File: src/rtl/audio_net_pkg.sv
// Shared definitions for the audio channel sequencer: state codes and defaults.
package audio_net_pkg;

  typedef enum logic [2:0] {
    ST_IDLE  = 3'd0,
    ST_CLEAR = 3'd1,
    ST_ARM   = 3'd2,
    ST_RUN   = 3'd3,
    ST_DRAIN = 3'd4
  } state_e;

  localparam int DEF_FLOPS      = 2;
  localparam int DEF_CLR_CYCLES = 4;
  localparam int CLR_CNT_W      = 8;
  localparam int FRAME_CNT_W    = 16;

  // Frame counter step with saturation at all-ones.
  function automatic logic [FRAME_CNT_W-1:0] sat_inc(input logic [FRAME_CNT_W-1:0] v);
    return (v == {FRAME_CNT_W{1'b1}}) ? v : v + 1'b1;
  endfunction

endpackage

File: src/rtl/audio_chan_seq_sync.sv
// Multi-flop level synchronizer (syncFlop) with synchronous active-low reset.
module syncFlop #(
  parameter int FLOPS = 2
) (
  input  logic clk,
  input  logic rst_n,
  input  logic d,
  output logic q
);

  logic [FLOPS-1:0] sync_q;
  logic [FLOPS-1:0] sync_d;

  // Shift the async level one stage per clock.
  always_comb begin
    sync_d    = sync_q << 1;
    sync_d[0] = d;
  end

  // Synchronizer stages; cleared by reset.
  always_ff @(posedge clk) begin
    if (!rst_n) sync_q <= '0;
    else        sync_q <= sync_d;
  end

  assign q = sync_q[FLOPS-1];

endmodule

File: src/rtl/audio_chan_seq.sv
// Audio channel sequencer: IDLE -> CLEAR -> ARM -> RUN -> DRAIN, with a
// saturating frame counter and Moore-decoded datapath controls.
module audio_chan_seq
  import audio_net_pkg::*;
#(
  parameter int FLOPS      = DEF_FLOPS,
  parameter int CLR_CYCLES = DEF_CLR_CYCLES
) (
  input  logic                   clk,
  input  logic                   srst,
  input  logic                   enable_async,
  input  logic                   frame_strobe,
  output logic                   clear,
  output logic                   run,
  output logic                   busy,
  output logic [2:0]             state,
  output logic [FRAME_CNT_W-1:0] frame_cnt
);

  localparam logic [CLR_CNT_W-1:0] CLR_LOAD = CLR_CNT_W'(CLR_CYCLES - 1);

  logic                   en_sync;
  state_e                 state_q, state_d;
  logic [CLR_CNT_W-1:0]   clr_cnt_q, clr_cnt_d;
  logic [FRAME_CNT_W-1:0] frame_cnt_q, frame_cnt_d;

  // enable_async is sampled only by this synchronizer.
  syncFlop #(.FLOPS(FLOPS)) u_sync (
    .clk   (clk),
    .rst_n (!srst),
    .d     (enable_async),
    .q     (en_sync)
  );

  // Next-state, clear countdown and frame counting.
  always_comb begin
    state_d     = state_q;
    clr_cnt_d   = clr_cnt_q;
    frame_cnt_d = frame_cnt_q;
    case (state_q)
      ST_IDLE: begin
        if (en_sync) begin
          state_d     = ST_CLEAR;
          clr_cnt_d   = CLR_LOAD;
          frame_cnt_d = '0;
        end
      end
      ST_CLEAR: begin
        // Losing enable wins over the countdown finishing.
        if (!en_sync)             state_d = ST_IDLE;
        else if (clr_cnt_q == '0) state_d = ST_ARM;
        else                      clr_cnt_d = clr_cnt_q - 1'b1;
      end
      ST_ARM: begin
        // The arming strobe starts the run but is not itself counted.
        if (!en_sync)          state_d = ST_IDLE;
        else if (frame_strobe) state_d = ST_RUN;
      end
      ST_RUN: begin
        if (frame_strobe) frame_cnt_d = sat_inc(frame_cnt_q);
        if (!en_sync)     state_d = ST_DRAIN;
      end
      ST_DRAIN: begin
        // Only a frame boundary ends the drain; re-enable is ignored here.
        if (frame_strobe) begin
          frame_cnt_d = sat_inc(frame_cnt_q);
          state_d     = ST_IDLE;
        end
      end
      default: state_d = ST_IDLE;
    endcase
  end

  // State and counter registers with synchronous reset.
  always_ff @(posedge clk) begin
    if (srst) begin
      state_q     <= ST_IDLE;
      clr_cnt_q   <= '0;
      frame_cnt_q <= '0;
    end else begin
      state_q     <= state_d;
      clr_cnt_q   <= clr_cnt_d;
      frame_cnt_q <= frame_cnt_d;
    end
  end

  // Moore output decode from the registered state.
  always_comb begin
    clear = 1'b0;
    run   = 1'b0;
    case (state_q)
      ST_IDLE, ST_CLEAR: clear = 1'b1;
      ST_RUN, ST_DRAIN:  run   = 1'b1;
      default: ;
    endcase
  end

  assign busy      = (state_q != ST_IDLE);
  assign state     = state_q;
  assign frame_cnt = frame_cnt_q;

endmodule

File: config.mk
export PLATFORM = sky130hd
export DESIGN_NAME = audio_chan_seq
export DESIGN_NICKNAME = d
export VERILOG_FILES = /design/src/rtl/audio_net_pkg.sv /design/src/rtl/audio_chan_seq_sync.sv /design/src/rtl/audio_chan_seq.sv
export SDC_FILE = /design/constraint.sdc
export NUM_CORES = 1
export LEC_CHECK = 0
export ABC_AREA = 1
export BUFFER_PORTS_ARGS = -buffer_cell sky130_fd_sc_hd__buf_2
export CAP_MARGIN = 10
export CORE_ASPECT_RATIO = 1.75
export CORE_MARGIN = 2
export CORE_UTILIZATION = 45
export CTS_BUF_LIST = sky130_fd_sc_hd__clkbuf_8 sky130_fd_sc_hd__clkbuf_16
export CTS_CLUSTER_DIAMETER = 120
export DETAILED_ROUTE_END_ITERATION = 8
export PLACE_DENSITY = 0.76
export SLEW_MARGIN = 30
export SYNTH_ARGS = -nofsm -noshare
export SYNTH_HDL_FRONTEND = slang
export SYNTH_SLANG_ARGS = --single-unit
export TNS_END_PERCENT = 5
File: constraint.sdc
create_clock -name clk -period 1.7 [get_ports clk]
set_input_delay 0.085 -clock clk [delete_from_list [all_inputs] [get_ports clk]]
set_output_delay 0.085 -clock clk [all_outputs]
set_load 0.05 [all_outputs]
==> impl_results.md, run 1 <==
- Synth Area in Compound Gates: about a tenth
- Pin count of the biggest net entering global routing: 19
- Crit Path Class: flip-flop to flip-flop
- Reg area: 586 sq um
- Proportion of synthesized area in mux cells: 0%
- Root Buffer: clkbuf_8
- Internal power: 1710 uW
- 1st-iter DRT viols: a little over 50
- Critical path endpoint category: flip-flop
- RD Place Congestion: approximately 0.87
- Crit path buffers/inverters: 1
- CP delay by family, top: simple AND/OR/NAND/NOR gates
- Initial Utilization: roughly 47%
- Syn Area/Cell: just over 6 sq um
- Number of buffers created by CTS: 5
- Period utilization: just over 90%
- PortBufs: 25
- DR WL/cell: roughly 13 um
- Main synth FF type: dfxtp_1
- Xor/xnor cell area share of the yosys netlist: 0.901%
- Num rows: 31
- Status: finished, final reports clean
- CP required: between 1.5 and 2 ns
- Yosys warns: 0
- Cell accounting for the most synthesized area: dfxtp_1
- Drt via density: around 5.3
- Mapped Area: between 1500 and 2000 sq um
- IR drop worst, VDD: 1.44 mV
- Worst-path fanout max: 9
- GRT Total Usage: a little under a quarter
- Post-Synth Adder-Cell Area: slightly below 2%
- # nets final: around 370
- CTS clock-pin slew for the worst setup and hold paths: approximately 0.070 ns
- Fin util: 56.0%
- Synth Instances: 320
- Overflow after GRT: 0
- Syn_nets: between 300 and 400
- DR vias: 2,160
- Tmin final: 1.57 ns
- Maxcap violations: 0
- Worst-Margin Slew: 0.463 ns
- Gate power share: about 58%
- Critical Path Most Common Cell: nor2_1
- Slew margin rel.: between 60 and 70%
- Post-Layout Cell Count: around 400
- Post-synth EDFFs: 0
- CTS Buffer Depth: 2
- Vias in the first global route: between 2,000 and 2,500
- Initial antenna violation count: 0
- Achievable Freq: 0.636 GHz
- Layout cell share with drive strength beyond 1: 18.9%
- Seq cells post-synth: 29
- Total negative setup slack: 0 ns
- Main combinational cell family by area after synthesis: simple AND/OR/NAND/NOR gates
- Synth cell count leaders: nand2_1, nor2_1, inv_1, dfxtp_1, nand4_1
- Post-route ant nets: 0
- Critical path's largest stage delay: ~0.42 ns
- Seq/Total Area, Yosys: ~30%
- Net Sw Frac: a little over half
- Leakage: between 0.001 and 0.0015 uW
- Drt drc: 0
- Yosys top cell area share: 29.9%
- Fin. Hold Viols: 0
- Core area: roughly 4200 sq um
- Busiest grt layer: met2
- Worst path cell trace: nand2_1 > inv_1 > nand2_1 > nor2_4 > nand3_4 > nand3_4 > nor2_1 > nor2_1 > nor2_1
- Top-count cell post-synth: nand2_1
- Power per cell area: ~1600 nW/um^2
- Sequential Power Share: 24.5%
- Clock power share: between 10% and 20%
- Met2 usage: ~41%
- Number of inserted diodes: 0
- FFs w/ async S/R, synth: 0%
- First-pass GRT wire length: 8340 um
- Setup slack after layout: 0.129 ns
- Critical path arrival: 1.75 ns
- Total power after layout: ~3600 uW
- Io pins: 26
- H-tree levels: 2
- Final WL: approximately 5200 um
- Clock skew: around 0.0083 ns
- Hold/Removal Path Class: input pin to flip-flop
- Final setup viols: 0
- Routing usage on met1: approximately 22%
- TritonCTS clock tree: yes
- Die Y: about 91 um
- Die X: around 54 um
- Detailed Place HPWL: roughly 3700 um
- Startpoint types: flip-flop
- GRT met3 Usage: 4.77%
- Sw Pwr: between 1500 and 2000 uW
- Die ar.: 4880 sq um
- Dpl ws: ~0.010 ns
- Post-synthesis simple-gate area fraction: a little over two fifths
- Pre-antenna DRT Iters: 4
- RSZ-0062 raised after global routing: false
- # placed instances: 394
- Synth-to-layout area growth: 19.7%
- Filler instances: between 400 and 500
- Count of final max-slew check failures: 0
- Area occupied by multi-input gates: approximately 1100 sq um
- Distinct cell type count of the synthesized netlist: 30
- Synth top area cells: dfxtp_1, nand2_1, nor2_1, inv_1, nand4_1
- Sink Count: 29
- Clock Latency Late Sink: around 0.28 ns
- Critical path's slowest cell: dfxtp_1
[power groups by stage]
stage	Clock [uW]	Sequential, uW	Combinational [uW]
finish	638	888	2100
global route	696	903	2330
CTS	664	880	1980
detailed placement	0	895	1970
global placement	0	889	1940
floorplan	0	1090	1440
[final timing paths]
kind / start / endpoint / slack (ns) / cells past startpoint
setup / recovery: frame_cnt[4] / frame_cnt[13] / 0.13 / 9
hold / removal: srst / u_sync.sync_q[1] / 0.20 / 2
setup reg to reg: frame_cnt[4] / frame_cnt[13] / 0.13 / 9
hold reg to reg: u_sync.sync_q[0] / u_sync.sync_q[1] / 0.40 / 2
[metal layers]
layer / routed length (um) / up-vias
li1: - / 1086
met1: 1910 / 971
met2: 2880 / 84
met3: 256 / 19
met4: 157 / 0
met5: 0 / -
[flip-flops by register name (all words and copies together) (netlist names)]
register and flops:
frame_cnt 16, clr_cnt_q 8, state 3, u_sync.sync_q 2
[metrics by stage]
step                      hold slack, ns  area (sq um)
final                              0.198          2330
after global routing               0.203          2330
after CTS                          0.186          2260
after detailed placement           0.293          2140
after global placement             0.285          2140
after floorplan                    0.192          1950
[layout make-up]
type                            instances  share of cell area (%)
Inverter                               57                    9.20
Multi-Input combinational cell        228                    49.3
Sequential cell                        29                    25.2
Tap cell                               49                    2.64
Timing Repair Buffer                   37                    9.36
Clock inverter                          1                   0.215
Clock buffer                            7                    4.14
[kinds of logic after synthesis]
logic type | after synthesis
AOI/OAI and AO/OA | 34
and+or+nand+nor | 186
buffers and inverters | 66
xor gates and xnor gates | 2
DFF | 29
adders and majority gates | 3
[layout by cell type, fill, tap and decap left out, drive strengths merged]
master / count
a21oi: 15
o21ai: 9
clkbuf: 7
a41oi: 1
o21a: 1
o22ai: 1
nor3: 2
nand3: 22
inv: 57
nand2: 84
nand4: 16
clkinv: 1
o21bai: 6
buf: 36
ha: 3
nor2: 63
a31oi: 1
dlygate4sd3: 1
nor3b: 2
xor2: 2
dfxtp: 29
[repair_timing]
item / CTS / global route
buffers inserted: 0 / 2
gates cloned: 0 / 3
hold endpoints to repair: 1 / 0
endpoints found under the setup margin: 1 / 16
hold buffers: 1 / 0
resized for setup: 1 / 6
pin swaps: 0 / 2
Power figures use the tool's default switching activity.
==> run 2: changes to the inputs <==
REMOVE_ABC_BUFFERS = 1   (was not set)
==> impl_results.md, run 2 (synthesis results as in run 1) <==
- RSZ-0062 raised after global routing: true (was false)
- Number of buffers created by CTS: 5 (unchanged)
- Num rows: 31 (unchanged)
- Internal power: 1600 uW (was 1710 uW)
- Core area: 4150 sq um (unchanged)
- PortBufs: 25 (unchanged)
- H-tree levels: 2 (unchanged)
- Status: finished, final reports clean (unchanged)
- Initial Utilization: 46.8% (unchanged)
- Slew margin rel.: 67.8% (was 68.9%)
- Achievable Freq: 0.635 GHz (was 0.636 GHz)
- Net Sw Frac: 52.9% (was 52.7%)
- Critical path's slowest cell: dfxtp_1 (unchanged)
- Detailed Place HPWL: 3590 um (was 3720 um)
- Die ar.: 4880 sq um (unchanged)
- Final WL: 4770 um (was 5200 um)
- Postcts setup bufs: 0 (unchanged)
- Crit path buffers/inverters: 0 (was 1)
- Overflow after GRT: 0 (unchanged)
- Hold Slack: 0.0171 ns (was 0.198 ns)
- Post-cts hold buffer count: 0 (was 1)
- Io pins: 26 (unchanged)
- DR vias: 2,048 (was 2,160)
- Final setup viols: 0 (unchanged)
- Clock power share: 15.5% (was 17.6%)
- Worst-Margin Slew: 0.479 ns (was 0.463 ns)
- TritonCTS clock tree: yes (unchanged)
- Tmin final: 1.58 ns (was 1.57 ns)
- Root Buffer: clkbuf_8 (unchanged)
- Pre-antenna DRT Iters: 4 (unchanged)
- Worst path cell trace: nand2_1 > nor2_1 > nand2_1 > nor2_2 > nand3_1 > nand2_1 > nor2_1 > nor2_1 > nor2_1 (was nand2_1 > inv_1 > nand2_1 > nor2_4 > nand3_4 > nand3_4 > nor2_1 > nor2_1 > nor2_1)
- RD Place Congestion: 0.872 (was 0.871)
- Power per cell area: 1530 nW/um^2 (was 1560 nW/um^2)
- # nets final: 358 (was 365)
- Fin. Hold Viols: 0 (unchanged)
- Startpoint types: flip-flop (unchanged)
- Hold/Removal Path Class: input pin to flip-flop (unchanged)
- Fin util: 53.5% (was 56.0%)
- Post-route cell area: 2220 sq um (was 2330 sq um)
- CP delay by family, top: simple AND/OR/NAND/NOR gates (unchanged)
- 1st-iter DRT viols: 74 (was 51)
- Critical Path Most Common Cell: nor2_1 (unchanged)
- Post-DP Area: 2130 sq um (was 2140 sq um)
- Die Y: 90.9 um (unchanged)
- Number of inserted diodes: 0 (unchanged)
- Maxcap violations: 0 (unchanged)
- Sink Count: 29 (unchanged)
- Most frequent cells in the layout: nand2_1, nor2_1, inv_1 (unchanged)
- CTS clock-pin slew for the worst setup and hold paths: 0.06 ns (was 0.07 ns)
- Drt drc: 0 (unchanged)
- GRT Total Usage: 21.7% (was 22.6%)
- Leakage: 0.00107 uW (was 0.00110 uW)
- Period utilization: 92.7% (was 92.4%)
- First-pass GRT wire length: 8000 um (was 8340 um)
- Clock skew: 0.00613 ns (was 0.00834 ns)
- IR drop worst, VDD: 1.23 mV (was 1.44 mV)
- Initial antenna violation count: 0 (unchanged)
- Max reg flops: 16 (unchanged)
- Total power after layout: 3390 uW (was 3630 uW)
- Drt via density: 5.11 (was 5.29)
- Pin count of the biggest net entering global routing: 19 (unchanged)
- DR WL/cell: 11.9 um (was 12.8 um)
- Critical path's largest stage delay: 0.46 ns (was 0.42 ns)
- Sw Pwr: 1790 uW (was 1910 uW)
- Dpl ws: 0.0304 ns (was 0.0105 ns)
- Post-CTS Resized: 0 (was 1)
- Commonest non-fill, non-tap cell in the layout: nand2_1 (unchanged)
- Vias in the first global route: 1,883 (was 2,023)
- Critical path arrival: 1.75 ns (about the same)
- Worst-path fanout max: 7 (was 9)
- Sequential Power Share: 26.2% (was 24.5%)
- Gate power share: 58.3% (was 57.9%)
- Synth-to-layout area growth: 14.4% (was 19.7%)
- Critical path endpoint category: flip-flop (unchanged)
- CTS Buffer Depth: 2 (unchanged)
- Clock Latency Late Sink: 0.28 ns (about the same)
- Setup slack after layout: 0.125 ns (was 0.129 ns)
- Crit Path Class: flip-flop to flip-flop (unchanged)
- Layout cell share with drive strength beyond 1: 15.9% (was 18.9%)
- Post-route ant nets: 0 (unchanged)
- Count of final max-slew check failures: 0 (unchanged)
- CP required: 1.88 ns (about the same)
- Die X: 53.7 um (unchanged)
## run 2: power groups by stage
stage | Combinational, uW | Sequential, uW | Clock (uW)
after global placement | 1930 | 890 | 0
after floorplan | 1310 | 1080 | 0
after CTS | 1970 | 880 | 547
after global routing | 2170 | 900 | 577
final | 1980 | 888 | 527
after detailed placement | 1970 | 897 | 0
## run 2: final cells by class
class	count	area, sq um
Tap cell	49	61.3
Clock inverter	3	11.3
Clock buffer	5	68.8
Timing Repair Buffer	33	185
Multi-Input combinational cell	225	1100
Sequential cell	29	584
Fill cell	433	1930
Inverter	57	214
## run 2: final timing paths
check / start / endpoint / slack (ns) / cells after the start
worst max-delay path: frame_cnt[3] / frame_cnt[15] / 0.12 / 9
worst min-delay path: enable_async / u_sync.sync_q[0] / 0.02 / 3
worst max register to register: frame_cnt[3] / frame_cnt[15] / 0.12 / 9
worst min register to register: u_sync.sync_q[0] / u_sync.sync_q[1] / 0.41 / 2
## run 2: stage by stage
stage | setup TNS (ns) | instances
after global placement | 0 | 393
after global routing | -0.0175 | 401
after floorplan | -4.80 | 311
after CTS | 0 | 401
after detailed placement | 0 | 393
final | 0 | 401
## run 2: worst register-to-register path: cells and delay by family, from the launching register on
family	cells	cell delay, ns
simple gates	9	1.02
flops	1	0.46
## run 2: per-layer routing
metal	vias up	track usage (%)	part of all wire, %	wire, um
met1	925	23.1	41	1950
met3	9	4.61	3.3	159
met5	-	0	0	0
met4	0	11.8	2.3	110
met2	50	37.3	53	2550
li1	1064	-	-	-
==> run 3: changes to the inputs <==
SYNTH_HIERARCHICAL = 1   (was not set)
==> impl_results.md, run 3 <==
- Filler instances: 412 (was 433)
- Root Buffer: clkbuf_8 (unchanged)
- DR vias: 1,924 (was 2,048)
- Most frequent cells in the layout: nand2_1, nor2_1, nand3_1 (was nand2_1, nor2_1, inv_1)
- TritonCTS clock tree: yes (unchanged)
- Synth cell count leaders: nand2_1, nor2_1, nand3_1, dfxtp_1, inv_1 (was nand2_1, nor2_1, inv_1, dfxtp_1, nand4_1)
- Initial antenna violation count: 0 (unchanged)
- Commonest non-fill, non-tap cell in the layout: nand2_1 (unchanged)
- Seq/Total Area, Yosys: 32.1% (was 29.9%)
- Area occupied by multi-input gates: 1090 sq um (was 1100 sq um)
- Origin of the worst setup path: state[0] (was frame_cnt[3])
- Main synth FF type: dfxtp_1 (unchanged)
- Drt via density: 5.12 (was 5.11)
- Leakage: 0.000914 uW (was 0.00107 uW)
- IR drop worst, VDD: 0.872 mV (was 1.23 mV)
- Drt drc: 0 (unchanged)
- Count of final max-slew check failures: 0 (unchanged)
- Clock Latency Late Sink: 0.29 ns (was 0.28 ns)
- First-pass GRT wire length: 7440 um (was 8000 um)
- Crit Path Class: flip-flop to primary output (was flip-flop to flip-flop)
- Worst path cell trace: nand2_1 > nand2_1 > o21ai_2 > buf_4 > inv_1 > buf_4 (was nand2_1 > nor2_1 > nand2_1 > nor2_2 > nand3_1 > nand2_1 > nor2_1 > nor2_1 > nor2_1)
- Critical path's largest stage delay: 0.42 ns (was 0.46 ns)
- Io pins: 26 (unchanged)
- Pin count of the biggest net entering global routing: 21 (was 19)
- Sink Count: 29 (unchanged)
- CP required: 1.62 ns (was 1.88 ns)
- Total power after layout: 2760 uW (was 3390 uW)
- Cell accounting for the most synthesized area: dfxtp_1 (unchanged)
- Worst-path fanout max: 13 (was 7)
- Syn Area/Cell: 6.17 sq um (was 6.07 sq um)
- Worst-Margin Slew: 0.355 ns (was 0.479 ns)
- Distinct cell type count of the synthesized netlist: 25 (was 30)
- Die Y: 87.9 um (was 90.9 um)
- Critical path's slowest cell: dfxtp_1 (unchanged)
- Mapped Area: 1810 sq um (was 1940 sq um)
- Postcts setup bufs: 0 (unchanged)
- GRT Total Usage: 21.8% (was 21.7%)
- 1st-iter DRT viols: 47 (was 74)
- Number of inserted diodes: 0 (unchanged)
- FFs w/ async S/R, synth: 0% (unchanged)
- PortBufs: 25 (unchanged)
- Core area: 3870 sq um (was 4150 sq um)
- Worst r2r src: frame_cnt[1] (was frame_cnt[3])
- CTS Buffer Depth: 2 (unchanged)
- Final setup viols: 0 (unchanged)
- Post-DP Area: 2010 sq um (was 2130 sq um)
- Post-synth EDFFs: 0 (unchanged)
- Endpoint of the worst-slack reg-to-reg timing path: frame_cnt[2] (was frame_cnt[15])
- Die ar.: 4560 sq um (was 4880 sq um)
- Number of buffers created by CTS: 5 (unchanged)
- Fin util: 55.1% (was 53.5%)
- Hold/Removal Path Class: input pin to flip-flop (unchanged)
- Overflow after GRT: 0 (unchanged)
- # nets final: 334 (was 358)
- Slew margin rel.: 76.3% (was 67.8%)
- Vias in the first global route: 1,750 (was 1,883)
- Slack of the worst reg-to-reg path: 0.16 ns (was 0.12 ns)
- Hold Slack: 0.203 ns (was 0.0171 ns)
- CTS clock-pin slew for the worst setup and hold paths: 0.06 ns (about the same)
- RD Place Congestion: 0.859 (was 0.872)
- Crit path capture: run (was frame_cnt[15])
- Num rows: 30 (was 31)
- H-tree levels: 2 (unchanged)
- Reg area: 584 sq um (unchanged)
- Tmin final: 1.64 ns (was 1.58 ns)
- Period utilization: 96.2% (was 92.7%)
- Critical path endpoint category: primary output (was flip-flop)
- Yosys warns: 6 (was 0)
- Post-route cell area: 2130 sq um (was 2220 sq um)
- Status: finished, final reports clean (unchanged)
- Startpoint types: flip-flop (unchanged)
- Seq cells post-synth: 29 (unchanged)
- Synth top area cells: dfxtp_1, nand2_1, nor2_1, nand3_1, inv_1 (was dfxtp_1, nand2_1, nor2_1, inv_1, nand4_1)
- Pre-antenna DRT Iters: 4 (unchanged)
- Layout cell share with drive strength beyond 1: 18.3% (was 15.9%)
- Die X: 51.9 um (was 53.7 um)
- Final WL: 4530 um (was 4770 um)
- Critical path arrival: 1.55 ns (was 1.75 ns)
- Initial Utilization: 46.8% (about the same)
- Worst-case reg-to-reg path depth: 9 (unchanged)
- Achievable Freq: 0.612 GHz (was 0.635 GHz)
- Detailed Place HPWL: 3310 um (was 3590 um)
- Maxcap violations: 0 (unchanged)
- Top-count cell post-synth: nand2_1 (unchanged)
- Clock skew: 0.0118 ns (was 0.00613 ns)
- Synth Instances: 293 (was 320)
- Post-route ant nets: 0 (unchanged)
- Fin. Hold Viols: 0 (unchanged)
- Synth-to-layout area growth: 17.7% (was 14.4%)
- Power per cell area: 1300 nW/um^2 (was 1530 nW/um^2)
- Yosys top cell area share: 32.1% (was 29.9%)
- DR WL/cell: 12.1 um (was 11.9 um)
- Max reg flops: 16 (unchanged)
- Total negative setup slack: 0 ns (unchanged)
-- run 3: cell count changes in the layout (fill, tap and decap cells not counted), moves of 3 or more --
cell      before  now
nand4_1       16   13
a21oi_1       14   19
inv_1         58   27
o21bai_1       6    3
o21ai_0        8    5
nand3_1       15   32
nor2_1        59   48
-- run 3: per-stage QoR --
step                      std cells  setup WS, ns
after floorplan                 286        -0.571
after global placement          367         0.179
after detailed placement        367         0.117
after CTS                       376        0.0194
after global routing            376      -0.00202
final                           376        0.0648
-- run 3: metal layers --
layer / GRT usage, % / up-vias / routed length, um
li1: - / 1006 / -
met1: 20.9 / 865 / 1750
met2: 41.1 / 43 / 2450
met3: 5.46 / 10 / 202
met4: 10.8 / 0 / 130
met5: 0 / - / 0
-- run 3: timing repair --
action,CTS,global route
hold endpoints to repair,1,0
pin swaps,0,2
hold buffers,1,0
endpoints found under the setup margin,1,17
gates resized for setup,1,7
-- run 3: cell families after synthesis --
logic type                 after synthesis  share of synthesized area [%]
adders and majority gates                3                           2.07
xor gates and xnor gates                 6                           2.90
AOI/OAI and AO/OA                       30                           9.27
buffers and inverters                   38                           8.71
and+or+nand+nor                        187                           45.0
DFF                                     29                           32.1
-- run 3: worst min-delay path by stage --
| stage | end | from | depth (start not counted) | slack [ns] |
|---|---|---|---|---|
| detailed placement | u_sync/sync_q[0] | enable_async | 3 | 0.27 |
| CTS | state[1] | frame_strobe | 5 | 0.21 |
| finish | state[1] | frame_strobe | 5 | 0.20 |
| global route | u_sync/sync_q[0] | srst | 4 | 0.26 |
| global placement | u_sync/sync_q[0] | enable_async | 3 | 0.26 |
| floorplan | clr_cnt_q[2] | srst | 1 | 0.15 |
-- run 3: area by class of cell --
type                            count  share of cell area [%]
Clock inverter                      3                   0.646
Clock buffer                        5                    3.23
Tap cell                           48                    2.82
Timing Repair Buffer               34                    9.28
Multi-Input combinational cell    226                    51.0
Sequential cell                    29                    27.4
Inverter                           31                    5.58
-- run 3: worst max-delay path, delay by kind of cell (launching register included) --
family | cells | cell delay [ns]
flops | 1 | 0.42
buf+inv | 3 | 0.61
compound gates | 1 | 0.06
simple gates | 2 | 0.18
-- run 3: power breakdown --
group          switching [uW]  total [uW]  internal (uW)
combinational             974        1330            356
sequential                106         871            765
clock                     280         557            277
total                    1360        2760           1400
